File: config.mk
export PLATFORM = sky130hd
export DESIGN_NAME = ip_tracker
export DESIGN_NICKNAME = d
export VERILOG_FILES = /design/src/rtl/ip_tracker.sv
export SDC_FILE = /design/constraint.sdc
export NUM_CORES = 1
export LEC_CHECK = 0
export ABC_AREA = 1
export CORE_UTILIZATION = 53
export CTS_BUF_LIST = sky130_fd_sc_hd__clkbuf_4
export DETAILED_ROUTE_END_ITERATION = 12
export PLACE_DENSITY = 0.79
export SKIP_LAST_GASP = 1
export SYNTH_ARGS = -nofsm -noshare
export SYNTH_HDL_FRONTEND = slang
export SYNTH_SLANG_ARGS = --single-unit
File: constraint.sdc
create_clock -name clk -period 3.5 [get_ports clk]
set_input_delay 0.7 -clock clk [delete_from_list [all_inputs] [get_ports clk]]
set_output_delay 0.7 -clock clk [all_outputs]
set_load 0.1 [all_outputs]
File: src/rtl/ip_tracker.sv
// ip_tracker: fetch instruction-pointer register plus a FIFO of start
// addresses for every started-but-uncommitted instruction. A rollback
// restores the IP to the oldest uncommitted start address and flushes
// the FIFO. All outputs are registered or read straight from registered
// storage, so there is no combinational input-to-output path.
//
// Handshake: there is no valid/ready handshake. Every control input is a
// single-cycle request that is honoured unconditionally on the rising edge
// where it is high. A push against a full FIFO is dropped and reported
// through the sticky overflow flag. A commit against an empty FIFO is
// ignored and reported through the sticky underflow flag.
module ip_tracker #(
    parameter int WIDTH   = 16,
    parameter int DEPTH   = 4,
    parameter int MAX_INC = 4
) (
    input  logic                           clk,
    input  logic                           reset,
    input  logic                           start_instruction,
    input  logic                           commit,
    input  logic                           rollback,
    input  logic                           inc,
    input  logic [$clog2(MAX_INC+1)-1:0]   inc_amount,
    input  logic                           wr_en,
    input  logic [WIDTH-1:0]               wr_val,
    output logic [WIDTH-1:0]               val,
    output logic [WIDTH-1:0]               head_val,
    output logic [$clog2(DEPTH+1)-1:0]     count,
    output logic                           empty,
    output logic                           full,
    output logic                           overflow,
    output logic                           underflow
);

    localparam int PW = $clog2(DEPTH);
    localparam int CW = $clog2(DEPTH+1);

    logic [WIDTH-1:0] mem [DEPTH];
    logic [PW-1:0]    rd_ptr;
    logic [PW-1:0]    wr_ptr;

    // Same-cycle events are resolved in order: commit, then rollback, then push.
    logic             commit_ok;
    logic [PW-1:0]    rd_post;
    logic [CW-1:0]    cnt_post;
    logic             target_ok;
    logic [WIDTH-1:0] target;
    logic [CW-1:0]    cnt_flush;
    logic [PW-1:0]    rd_flush;
    logic             push_ok;
    logic             push_drop;
    logic [WIDTH-1:0] push_val;
    logic [WIDTH-1:0] val_next;
    logic [CW-1:0]    cnt_next;

    // Next-state resolution of the FIFO pointers, count and fetch IP.
    always_comb begin
        commit_ok = commit && (count != '0);
        rd_post   = rd_ptr + PW'(commit_ok);
        cnt_post  = count - CW'(commit_ok);
        // The rollback target is whatever is at the head once the commit is applied.
        target    = mem[rd_post];
        target_ok = rollback && (cnt_post != '0);
        // A flush empties the FIFO by moving the read pointer onto the tail.
        cnt_flush = rollback ? '0 : cnt_post;
        rd_flush  = rollback ? wr_ptr : rd_post;
        push_ok   = start_instruction && (cnt_flush != CW'(DEPTH));
        push_drop = start_instruction && !push_ok;
        // The pushed address is the IP at which the new instruction begins.
        push_val  = wr_en ? wr_val : (target_ok ? target : val);
        cnt_next  = cnt_flush + CW'(push_ok);
        if (wr_en)
            val_next = wr_val;
        else if (target_ok)
            val_next = target;
        else if (inc)
            val_next = val + WIDTH'(inc_amount);
        else
            val_next = val;
    end

    // Control state: IP, pointers, count, status flags and sticky errors.
    always_ff @(posedge clk) begin
        if (reset) begin
            val       <= '0;
            rd_ptr    <= '0;
            wr_ptr    <= '0;
            count     <= '0;
            empty     <= 1'b1;
            full      <= 1'b0;
            overflow  <= 1'b0;
            underflow <= 1'b0;
        end else begin
            val    <= val_next;
            rd_ptr <= rd_flush;
            wr_ptr <= wr_ptr + PW'(push_ok);
            count  <= cnt_next;
            empty  <= (cnt_next == '0);
            full   <= (cnt_next == CW'(DEPTH));
            if (push_drop)
                overflow <= 1'b1;
            if (commit && !commit_ok)
                underflow <= 1'b1;
        end
    end

    // Address storage; contents are don't-care until written, so no reset.
    always_ff @(posedge clk) begin
        if (push_ok)
            mem[wr_ptr] <= push_val;
    end

    assign head_val = empty ? '0 : mem[rd_ptr];

endmodule
### Word level (Yosys, flattened, before mapping)

Memory sizes are Yosys's and may differ from the RTL's. A register that Yosys moved wholly into a read port is not among the register bits.
Index checks and enable logic that the tools add are counted.

* memories kept: 1
* word-level logic and storage cells: 38
* output and inout bits: 39
* RAM bits: 64
* flip-flop bits (word level): 27
* bits of input ports: 26

* reductions and logical operators: 11
* equal/unequal tests: 2
* add/sub/neg operators: 5
* muxes and demuxes: 11

Memory list
* mem: depth 4, width 16, read ports 2, clocked after memory_dff 1, wr ports 1, line 38 `logic [WIDTH-1:0] mem [DEPTH];`

Operators with widths (number)
* 16-bit two-way mux: 6
* 16-bit by 3-bit adder with 16-bit output: 1
* 3-bit nonzero test: 3
* 1-bit logical AND: 5
* 2-bit by 1-bit adder with 2-bit output: 2
* 2-bit two-way mux: 2
* 3-bit by 1-bit adder with 3-bit output: 1
* 3-bit equality test (second input constant): 1
* 3-bit logical NOT: 1
* 3-bit two-way mux: 1
* 3-bit inequality test (second input constant): 1
* 3-bit by 1-bit subtractor with 3-bit output: 1
* 1-bit logical NOT: 2
* 1-bit two-way mux: 2

### Depth between registers and ports, before layout

Gate-level depths: netlist (run 1).

* depth after elaboration: 8
* depth in mapped cells: 16
* depth with buffers taken out: 16

### Worst setup path before layout (run 1)

OpenSTA, ideal clock, no wires.

* path type: reg-to-reg
* start point: register count[1]
* end point: memory mem[0][0] (enable)
* setup time: 0.409 ns
* stages on the path, launching flop included: 11
* clock period less this slack: 3.633 ns
* buffers on the path: 0
* required time: 3.091 ns
* slack: -0.133 ns
* arrival: 3.224 ns
* path through: dfxtp_1 inv_1 a31oi_1 ha_1 ha_1 nand2_1 nand2_1 nor2_1 inv_1 o21ai_0 nor3_1

* word-level cells in the longest chain between the ends: 8

Ends and longest elaborated chain
* start: declaration: line 28 `output logic [$clog2(DEPTH+1)-1:0] count,`
* start signal: assignment: line 97 `count <= cnt_next;`
* 3-bit nonzero test: line 58 `commit_ok = commit && (count != '0);`
* 1-bit logical AND: line 58
* 3-bit by 1-bit subtractor with 3-bit output (*): line 60 `cnt_post = count - CW'(commit_ok);`
* 3-bit two-way mux (*): line 65 `cnt_flush = rollback ? '0 : cnt_post;`
* 3-bit inequality test (*): line 67 `push_ok = start_instruction && (cnt_flush != CW'(DEPTH));`
* 1-bit logical AND (*): line 67
* 1-bit two-way mux (*): line 109 `if (push_ok)`
* 1-bit two-way mux (not written as such) (*): line 110 `mem[wr_ptr] <= push_val;`
* end: declaration: line 38

Every way passes the cells marked *; elsewhere a longest branch is shown, timed or not.

==> results of run 1 <==
sequential cells by signal, summed over array words and instances (netlist names):
| name | count |
|---|---|
| wr_ptr | 2 |
| rd_ptr | 2 |
| underflow | 1 |
| empty | 1 |
| val | 16 |
| count | 3 |
| full | 1 |
| overflow | 1 |
| mem | 64 |
synth_stat cells:
| library cell | n |
|---|---|
| o21ai_0 | 88 |
| dfxtp_1 | 27 |
| o21ai_1 | 3 |
| nor2_1 | 36 |
| clkinv_1 | 1 |
| a21boi_1 | 3 |
| nand2_1 | 164 |
| buf_1 | 2 |
| inv_2 | 3 |
| buf_6 | 1 |
| fa_1 | 1 |
| nand3_2 | 1 |
| and3_1 | 1 |
| nor2_2 | 1 |
| a21o_1 | 2 |
| clkbuf_1 | 21 |
| nand2_2 | 2 |
| mux2i_1 | 2 |
| or2_0 | 2 |
| a211oi_1 | 1 |
| a21oi_1 | 72 |
| xor2_1 | 2 |
| a31oi_1 | 2 |
| buf_4 | 2 |
| nor4_1 | 1 |
| ha_1 | 9 |
| a22oi_1 | 2 |
| o21bai_1 | 1 |
| edfxtp_1 | 64 |
| xor2_2 | 1 |
| nand3_1 | 30 |
| nand4_1 | 4 |
| nor3_1 | 4 |
| xnor2_1 | 2 |
| o21a_1 | 1 |
| o211ai_1 | 6 |
| buf_2 | 6 |
| inv_1 | 74 |
power by group:
part / switching (uW) / total (uW) / internal [uW]
logic: 1070 / 1500 / 432
registers: 88.7 / 1370 / 1280
clock network: 375 / 607 / 232
path summary, 6_finish.rpt:
kind                           end  slack [ns]  cells past startpoint
min          overflow$_SDFFE_PP0P_        0.48                      2
max reg2reg   mem[2][14]$_DFFE_PP_        0.79                     11
max                   head_val[11]        0.47                      6
min reg2reg  overflow$_SDFFE_PP0P_        0.48                      2
metal layers:
metal	vias up	GRT usage, %
met5	-	0
li1	2283	-
met3	22	5.200
met2	243	44.82
met1	2175	38.92
met4	0	7.805
cell families after synthesis:
group	synth area share, %
buffers and inverters	8.622
muxes	0.3964
and+or+nand+nor	19.80
DFF	48.76
AOI/OAI and AO/OA	18.78
xor gates and xnor gates	1.016
adders and majority gates	2.626
stage by stage:
stage / hold slack [ns] / instances / total power [uW]
2_1_floorplan: 0.5005 / 645 / 2424
3_3_place_gp: 0.4390 / 824 / 2850
3_5_place_dp: 0.4556 / 824 / 2876
4_1_cts: 0.4748 / 840 / 3471
5_1_grt: 0.4961 / 840 / 3650
6_report: 0.4767 / 840 / 3485
cell usage in the layout (no fill, tap or decap), types with 2 or more instances in the layout:
cell type,instances
a21boi_1,3
a21o_1,2
a21oi_1,72
a22oi_1,2
a31oi_1,2
buf_12,15
buf_4,32
clkbuf_4,10
clkdlybuf4s50_1,35
clkinvlp_4,2
dfxtp_1,27
edfxtp_1,64
ha_1,9
inv_1,74
inv_2,3
inv_6,2
mux2i_1,2
nand2_1,164
nand2_2,2
nand3_1,30
nand4_1,4
nor2_1,36
nor3_2,4
o211ai_1,6
o21ai_0,88
o21ai_1,3
or2_0,2
xnor2_1,2
xor2_1,2
worst max-delay path, stage by stage (launching register included):
cell	delay, ns
dfxtp_1	0.61
clkinv_1	0.12
buf_4	0.30
a21oi_1	0.22
o21ai_0	0.12
a21oi_1	0.28
buf_12	0.22
cell type report:
type	count	area, um2	share of cell area [%]
Clock buffer	10	75.07	1.225
Clock inverter	6	71.32	1.164
Inverter	78	292.8	4.779
Multi-Input combinational cell	444	2172	35.46
Sequential cell	91	2462	40.20
Tap cell	129	161.4	2.635
Timing Repair Buffer	82	890.9	14.54
==> qor.csv, run 1 <==
metric;value;unit
status;complete, no violations;
yosysTopAreaCell;edfxtp_1;
tightest_slew;1.180;ns
slew_violations;0;
setup_viol;0;
dpl-instance-area;0.005979;mm2
ys_top_cells_by_area;edfxtp_1 38%, nand2_1 12%, dfxtp_1 11%;
nets;742;
dr.pass1.iters;5;
cts_tree;built;
clock_path_buffers;2;
synth_cells;645;
endpoint_kind;primary output;
cp-startpoint;rd_ptr[0]$_SDFF_PP0_;
viasPerCell;5.623;
hold_path.class;reg2reg;
die_area;0.009922;mm2
wirelength;13.25;mm
min_period;3.030;ns
drv_cap;0;
grt_max_degree;55;
leakage;0.002549;uW
synth_cell_type_count;38;
slew_headroom;20.77;%
grt_pass1_vias;4315;
route.detailed.drc;0;
wl_met1;5.687;mm
drive_gt1_share;10.55;%
synth-seq-area-share;48.76;%
place_congestion;0.9997;
avgRoutedWirePerCell;15.78;um
wl_met2;6.114;mm
dieHeight;99.61;um
grt_overflow;0;
std_cell_rows;35;
path_max_fanout;54;
num_antenna_cells;0;
fin_ws;0.4704;ns
ys_warn_count;0;
fin_util;66.30;%
cts_hold_buf;0;
cts_resized;0;
chipWidth;99.61;um
synth_area;0.005050;mm2
ir_drop;334.2;uV
rsz0062_at_grt;no;
ios;65;
power.density;568.8;mW/mm2
met3_length;1.234;mm
critPathArrivalTime;2.33;ns
syn-num-nets;681;
stdcell_area;0.006126;mm2
final_hold_viol_count;0;
dp_hpwl;9.336;mm
clock_sinks;91;
top_layer;met4;
grt_util_all_layers;27.92;%
port_buffers;64;
worstSetupStartpointType;flop;
antenna_found_initial;0;
insertion_delay;0.45;ns
finalCritPeriodShare;86.56;%
synth_top_area_share;38.06;%
core_area;0.009240;mm2
fin_tns_setup;0;ns
area_growth;21.31;%
numCtsBuffers;9;
vias;4723;
max_freq;330.1;MHz
cts_root_buf;clkbuf_4;
path_class;reg2out;
fillers;729;
fin_worst_skew;0.01940;ns
pre_cts_slack;0.1196;ns
htreeDepth;3;
ys_ff_latch;91;
grt_pass1_wl;21.19;mm
clk_pin_slew_worst_paths;0.14;ns
start_util;54.65;%
synth.avg_cell_area;7.829;um2
worstPathRequired;2.80;ns
r2r-start;count[1]$_SDFF_PP0_;
post-cts-setup-buffers;0;
drtAntennaViolNets;0;
hp-start;overflow$_SDFFE_PP0P_;
drt_iter0_markers;362;
No activity file was read; power rests on OpenSTA's default activity.
==> run 2, diff against run 1 <==
--- a/config.mk
+++ b/config.mk
@@ -6,11 +6,13 @@
 export NUM_CORES = 1
 export LEC_CHECK = 0
 export ABC_AREA = 1
-export CORE_UTILIZATION = 53
+export CORE_UTILIZATION = 52
 export CTS_BUF_LIST = sky130_fd_sc_hd__clkbuf_4
+export CTS_CLUSTER_SIZE = 40
 export DETAILED_ROUTE_END_ITERATION = 12
-export PLACE_DENSITY = 0.79
+export PLACE_DENSITY = 0.78
 export SKIP_LAST_GASP = 1
+export SLEW_MARGIN = 20
 export SYNTH_ARGS = -nofsm -noshare
 export SYNTH_HDL_FRONTEND = slang
 export SYNTH_SLANG_ARGS = --single-unit
==> qor.csv, run 2 (synthesized netlist as in run 1, its figures left out) <==
metric;value;unit;change
power.density;569.3;mW/mm2;was 568.8 mW/mm2
leakage;0.002533;uW;was 0.002549 uW
cp_common_cell;a21oi_1;;unchanged
hold_depth;2;;unchanged
path_class;reg2out;;unchanged
final_hold_viol_count;0;;unchanged
dr.pass1.iters;5;;unchanged
drive_gt1_share;9.490;%;was 10.55%
cp_slowest_cell;dfxtp_1;;unchanged
drv_cap;0;;unchanged
worstSetupStartpointType;flop;;unchanged
viasPerCell;5.666;;was 5.623
std_cell_rows;35;;unchanged
r2r-start;count[2]$_SDFF_PP0_;;was count[1]$_SDFF_PP0_
min_period;3.126;ns;was 3.030 ns
drtAntennaViolNets;0;;unchanged
insertion_delay;0.44;ns;was 0.45 ns
start_util;54.14;%;was 54.65%
ios;65;;unchanged
worstPathRequired;2.80;ns;about the same
grt_overflow;0;;unchanged
tightest_slew;0.9862;ns;was 1.180 ns
port_buffers;64;;unchanged
ir_drop;293.6;uV;was 334.2 uV
die_area;0.01011;mm2;was 0.009922 mm2
slew_violations;0;;unchanged
hold_path.class;reg2reg;;unchanged
clk_pin_slew_worst_paths;0.15;ns;was 0.14 ns
slew_headroom;34.05;%;was 20.77%
largest_register_ff_count;64;;unchanged
dp_hpwl;9.501;mm;was 9.336 mm
fin_util;65.58;%;was 66.30%
grt_pass1_vias;4383;;was 4,315
nets;737;;was 742
crit_family;flip-flops;;was buffers and inverters
grt_pass1_wl;21.44;mm;was 21.19 mm
wirelength;13.63;mm;was 13.25 mm
setup_viol;0;;unchanged
hp-start;overflow$_SDFFE_PP0P_;;unchanged
area_growth;21.13;%;was 21.31%
status;complete, no violations;;unchanged
clock_path_buffers;2;;unchanged
intPower;1950;uW;was 1948 uW
drt_iter0_markers;427;;was 362
clock_sinks;91;;unchanged
route.detailed.drc;0;;unchanged
r2r_slack;0.74;ns;was 0.79 ns
p_sw_share;44.01;%;was 44.08%
rr_worst_depth;16;;was 11
top_register;mem;;unchanged
grt_util_all_layers;27.83;%;was 27.92%
endpoint_kind;primary output;;unchanged
cts_root_buf;clkbuf_4;;unchanged
avgRoutedWirePerCell;16.32;um;was 15.78 um
htreeDepth;3;;unchanged
slowest_delay;0.67;ns;was 0.61 ns
grt_max_degree;61;;was 55
vias;4731;;was 4,723
path_cells;clkinv_1 > buf_4 > a21oi_1 > o21ai_0 > a21oi_1 > buf_12;;unchanged
path_max_fanout;54;;unchanged
critPathArrivalTime;2.43;ns;was 2.33 ns
final_common_cell;nand2_1;;unchanged
cts_hold_buf;0;;unchanged
numCtsBuffers;9;;unchanged
layout_common_cells;164 x nand2_1, 88 x o21ai_0, 74 x inv_1;;unchanged
fin_worst_skew;0.01996;ns;was 0.01940 ns
p_seq_share;39.5;%;was 39.4%
rsz0062_at_grt;no;;unchanged
cts_tree;built;;unchanged
finalCritPeriodShare;89.31;%;was 86.56%
chipWidth;100.5;um;was 99.61 um
p_clk_share;17.4;%;about the same
reg_top3;mem: 64 flops, val: 16 flops, count: 3 flops;;unchanged
antenna_found_initial;0;;unchanged
dieHeight;100.5;um;was 99.61 um
place_congestion;0.9748;;was 0.9997
core_area;0.009328;mm2;was 0.009240 mm2
p_switching;1532;uW;was 1536 uW
holdPathEnd;overflow$_SDFFE_PP0P_;;unchanged
cts_resized;0;;unchanged
post-cts-setup-buffers;0;;unchanged
num_antenna_cells;0;;unchanged
max_freq;319.9;MHz;was 330.1 MHz
crit_buf_inv;3;;unchanged
regToRegEndpoint;full$_SDFF_PP0_;;was mem[2][14]$_DFFE_PP_
holdWs;0.4643;ns;was 0.4767 ns
combPwrFrac;43.1;%;was 43.2%
## run 2: changes by cell type in the layout (fill, tap and decap cells not counted)
cell / change
clkbuf_4: +1
clkinv_2: +1
clkinv_4: -1
clkinvlp_4: -1
buf_4: -10
clkdlybuf4s50_1: +3
buf_12: +2
## run 2: layout make-up
type,instances,area (um2)
multi-input combinational,444,2172
timing repair buffer,77,885.9
tap,129,161.4
fill,757,3211
sequential,91,2462
inverter,78,292.8
clock inverter,5,60.06
clock buffer,11,82.58
## run 2: tightest hold or removal path: stages (launching register included)
cell and delay [ns]:
dfxtp_1 0.34, inv_1 0.05, a21oi_1 0.05
## run 2: metrics by stage
stage | cell area (um2) | setup WS, ns | TNS, ns | instances | total power (uW)
after global routing | 6117 | 0.1647 | 0 | 835 | 3633
after detailed placement | 5974 | 0.1101 | 0 | 819 | 2880
after floorplan | 5050 | -0.1332 | -8.525 | 645 | 2424
after global placement | 5974 | 0.2852 | 0 | 819 | 2846
after CTS | 6117 | 0.4176 | 0 | 835 | 3472
final | 6117 | 0.3743 | 0 | 835 | 3482
## run 2: power by group through the flow
stage                     Sequential [uW]  Combinational [uW]  Clock, uW
after floorplan                      1610                 814          0
after global placement               1390                1450          0
after detailed placement             1400                1480          0
after CTS                            1370                1490        610
after global routing                 1390                1590        650
final                                1380                1500        605
## run 2: worst max path at each step
stage / startpoint / slack (ns) / end / depth (start not counted)
2_1_floorplan: count[1]$_SDFF_PP0_ / -0.13 / mem[0][0]$_DFFE_PP_ / 10
3_3_place_gp: commit / 0.29 / full$_SDFF_PP0_ / 17
3_5_place_dp: commit / 0.11 / full$_SDFF_PP0_ / 17
4_1_cts: rd_ptr[0]$_SDFF_PP0_ / 0.42 / head_val[15] / 6
5_1_grt: rd_ptr[0]$_SDFF_PP0_ / 0.16 / head_val[15] / 6
6_report: rd_ptr[0]$_SDFF_PP0_ / 0.37 / head_val[15] / 6
## run 2: per-layer routing
layer	track usage, %	share of wire, %	vias to the layer above
met2	46.00	48	258
li1	-	-	2270
met5	0	0	-
met4	7.915	1.2	0
met1	37.95	42	2186
met3	4.577	9.3	17
==> run 3, diff against run 2 <==
--- a/config.mk
+++ b/config.mk
@@ -6,11 +6,13 @@
 export NUM_CORES = 1
 export LEC_CHECK = 0
 export ABC_AREA = 1
-export CORE_UTILIZATION = 52
+export CORE_UTILIZATION = 58
 export CTS_BUF_LIST = sky130_fd_sc_hd__clkbuf_4
+export CTS_CLUSTER_DIAMETER = 30
 export CTS_CLUSTER_SIZE = 40
 export DETAILED_ROUTE_END_ITERATION = 12
-export PLACE_DENSITY = 0.78
+export HOLD_SLACK_MARGIN = 0.06
+export PLACE_DENSITY = 0.85
 export SKIP_LAST_GASP = 1
 export SLEW_MARGIN = 20
 export SYNTH_ARGS = -nofsm -noshare
==> qor.csv, run 3 (synthesized netlist as in run 1, its figures left out) <==
metric;value;unit;change
cp-startpoint;commit;;was rd_ptr[0]$_SDFF_PP0_
grt_max_degree;36;;was 61
critPathCapture;full$_SDFF_PP0_;;was head_val[15]
largest_register_ff_count;64;;unchanged
max_freq;317.1;MHz;was 319.9 MHz
port_buffers;64;;unchanged
clk_pin_slew_worst_paths;0.13;ns;was 0.15 ns
combPwrFrac;42.6;%;was 43.1%
min_period;3.154;ns;was 3.126 ns
core_area;0.008341;mm2;was 0.009328 mm2
path_class;in2reg;;was reg2out
fin_worst_skew;0.02181;ns;was 0.01996 ns
die_area;0.009084;mm2;was 0.01011 mm2
cp_slowest_cell;clkdlybuf4s50_1;;was dfxtp_1
path_max_fanout;3;;was 54
worstSetupStartpointType;primary input;;was flop
std_cell_rows;33;;was 35
endpoint_kind;flop;;was primary output
dr.pass1.iters;5;;unchanged
p_seq_share;38.7;%;was 39.5%
ir_drop;328.1;uV;was 293.6 uV
hold_path.class;reg2reg;;unchanged
fillers;603;;was 757
clock_sinks;91;;unchanged
finalCritPeriodShare;90.11;%;was 89.31%
r2r_slack;0.57;ns;was 0.74 ns
slew_headroom;34.47;%;was 34.05%
grt_pass1_vias;4526;;was 4,383
final_hold_viol_count;0;;unchanged
chipWidth;95.31;um;was 100.5 um
drv_cap;0;;unchanged
slew_violations;0;;unchanged
post-cts-setup-buffers;0;;unchanged
power.density;580.7;mW/mm2;was 569.3 mW/mm2
fin_ws;0.3461;ns;was 0.3743 ns
drive_gt1_share;10.64;%;was 9.490%
nets;745;;was 737
drt_iter0_markers;343;;was 427
stdcell_count;819;;was 835
numCtsBuffers;9;;unchanged
drtAntennaViolNets;0;;unchanged
place_congestion;0.9387;;was 0.9748
dp_hpwl;9.752;mm;was 9.501 mm
p_switching;1541;uW;was 1532 uW
setup_viol;0;;unchanged
slowest_delay;0.46;ns;was 0.67 ns
crit_buf_inv;5;;was 3
crit_family;adder cells;;was flip-flops
fin_tns_setup;0;ns;unchanged
leakage;0.002573;uW;was 0.002533 uW
worstPathRequired;3.88;ns;was 2.80 ns
clock_path_buffers;2;;unchanged
cts_hold_buf;0;;unchanged
top_register;mem;;unchanged
path_cells;clkdlybuf4s50_1 > inv_1 > a31oi_1 > ha_1 > ha_1 > inv_1 > nand2_1 > nand2_1 > nor2_1 > inv_1 > o21ai_0 > inv_1 > ha_1 > ha_1 > xor2_1 > nand2_1 > nor2_1;;was clkinv_1 > buf_4 > a21oi_1 > o21ai_0 > a21oi_1 > buf_12
rr_worst_depth;16;;unchanged
regToRegEndpoint;full$_SDFF_PP0_;;unchanged
area_growth;21.63;%;was 21.13%
viasPerCell;5.908;;was 5.666
r2r-start;count[2]$_SDFF_PP0_;;unchanged
final_common_cell;nand2_1;;unchanged
stdcell_area;0.006142;mm2;was 0.006117 mm2
avgRoutedWirePerCell;16.81;um;was 16.32 um
cts_tree;built;;unchanged
critPathArrivalTime;3.54;ns;was 2.43 ns
dp.cells;803;;was 819
layout_common_cells;164 x nand2_1, 88 x o21ai_0, 74 x inv_1;;unchanged
antenna_found_initial;0;;unchanged
reg_top3;mem: 64 flops, val: 16 flops, count: 3 flops;;unchanged
intPower;2026;uW;was 1950 uW
dpl-instance-area;0.005977;mm2;was 0.005974 mm2
p_sw_share;43.20;%;was 44.01%
vias;4839;;was 4,731
tightest_slew;0.9799;ns;was 0.9862 ns
grt_pass1_wl;21.91;mm;was 21.44 mm
dieHeight;95.31;um;was 100.5 um
cts_resized;0;;unchanged
num_antenna_cells;0;;unchanged
insertion_delay;0.45;ns;was 0.44 ns
grt_overflow;0;;unchanged
ios;65;;unchanged
wirelength;13.77;mm;was 13.63 mm
status;complete, no violations;;unchanged
pre_cts_slack;-0.04972;ns;was 0.1101 ns
grt_util_all_layers;32.40;%;was 27.83%
htreeDepth;3;;unchanged
start_util;60.55;%;was 54.14%
cp_num_cells;17;;was 6
p_clk_share;18.7;%;was 17.4%
cts_root_buf;clkbuf_4;;unchanged
route.detailed.drc;0;;unchanged
p_total;3567;uW;was 3482 uW
rsz0062_at_grt;no;;unchanged
-- run 3: cell types whose count changed in the layout (fill, tap and decap cells not counted) --
cell,delta
bufinv_16,+1
buf_12,-2
clkinv_4,+1
clkbuf_4,-1
buf_4,+11
inv_6,-1
clkdlybuf4s50_1,-1
-- run 3: per-layer routing --
| metal | up-vias | share of wire [%] | routed length [um] | global-route usage [%] |
|---|---|---|---|---|
| li1 | 2281 | - | - | - |
| met3 | 40 | 11 | 1486 | 5.024 |
| met1 | 2199 | 39 | 5386 | 42.78 |
| met4 | 0 | 2.5 | 346 | 12.12 |
| met2 | 319 | 48 | 6547 | 53.81 |
| met5 | - | 0 | 0 | 0 |
-- run 3: layout make-up --
cell class              count  area (um2)  share of cell area (%)
clock inverters             6       90.09                   1.467
clock buffers              10       75.07                   1.222
flip-flops and latches     91        2462                   40.09
repair buffers             85       918.4                   14.95
inverters                  78       292.8                   4.767
well taps                 105       131.4                   2.139
multi-input cells         444        2172                   35.36
-- run 3: metrics by stage --
step	utilization, %	hold WS [ns]
after floorplan	-	0.5005
after global placement	71.66	0.4411
after detailed placement	71.66	0.4507
after CTS	73.64	0.4692
after global routing	73.64	0.4832
final	73.64	0.4677
-- run 3: how the worst min path moves through the flow --
stage | startpoint | end | cells past startpoint
floorplan | wr_ptr[0]$_SDFF_PP0_ | rd_ptr[0]$_SDFF_PP0_ | 2
global placement | overflow$_SDFFE_PP0P_ | overflow$_SDFFE_PP0P_ | 2
detailed placement | overflow$_SDFFE_PP0P_ | overflow$_SDFFE_PP0P_ | 2
CTS | overflow$_SDFFE_PP0P_ | overflow$_SDFFE_PP0P_ | 2
global route | overflow$_SDFFE_PP0P_ | overflow$_SDFFE_PP0P_ | 2
finish | overflow$_SDFFE_PP0P_ | overflow$_SDFFE_PP0P_ | 2
-- run 3: tightest hold or removal path, cell delays in order, from the launching register on --
cell and delay [ns]:
dfxtp_1 0.34, inv_1 0.05, a21oi_1 0.05
-- run 3: power by group through the flow --
stage | combinational [uW] | clock, uW | sequential (uW)
2_1_floorplan | 814 | 0 | 1610
3_3_place_gp | 1450 | 0 | 1390
3_5_place_dp | 1500 | 0 | 1400
4_1_cts | 1500 | 661 | 1380
5_1_grt | 1620 | 702 | 1390
6_report | 1520 | 666 | 1380
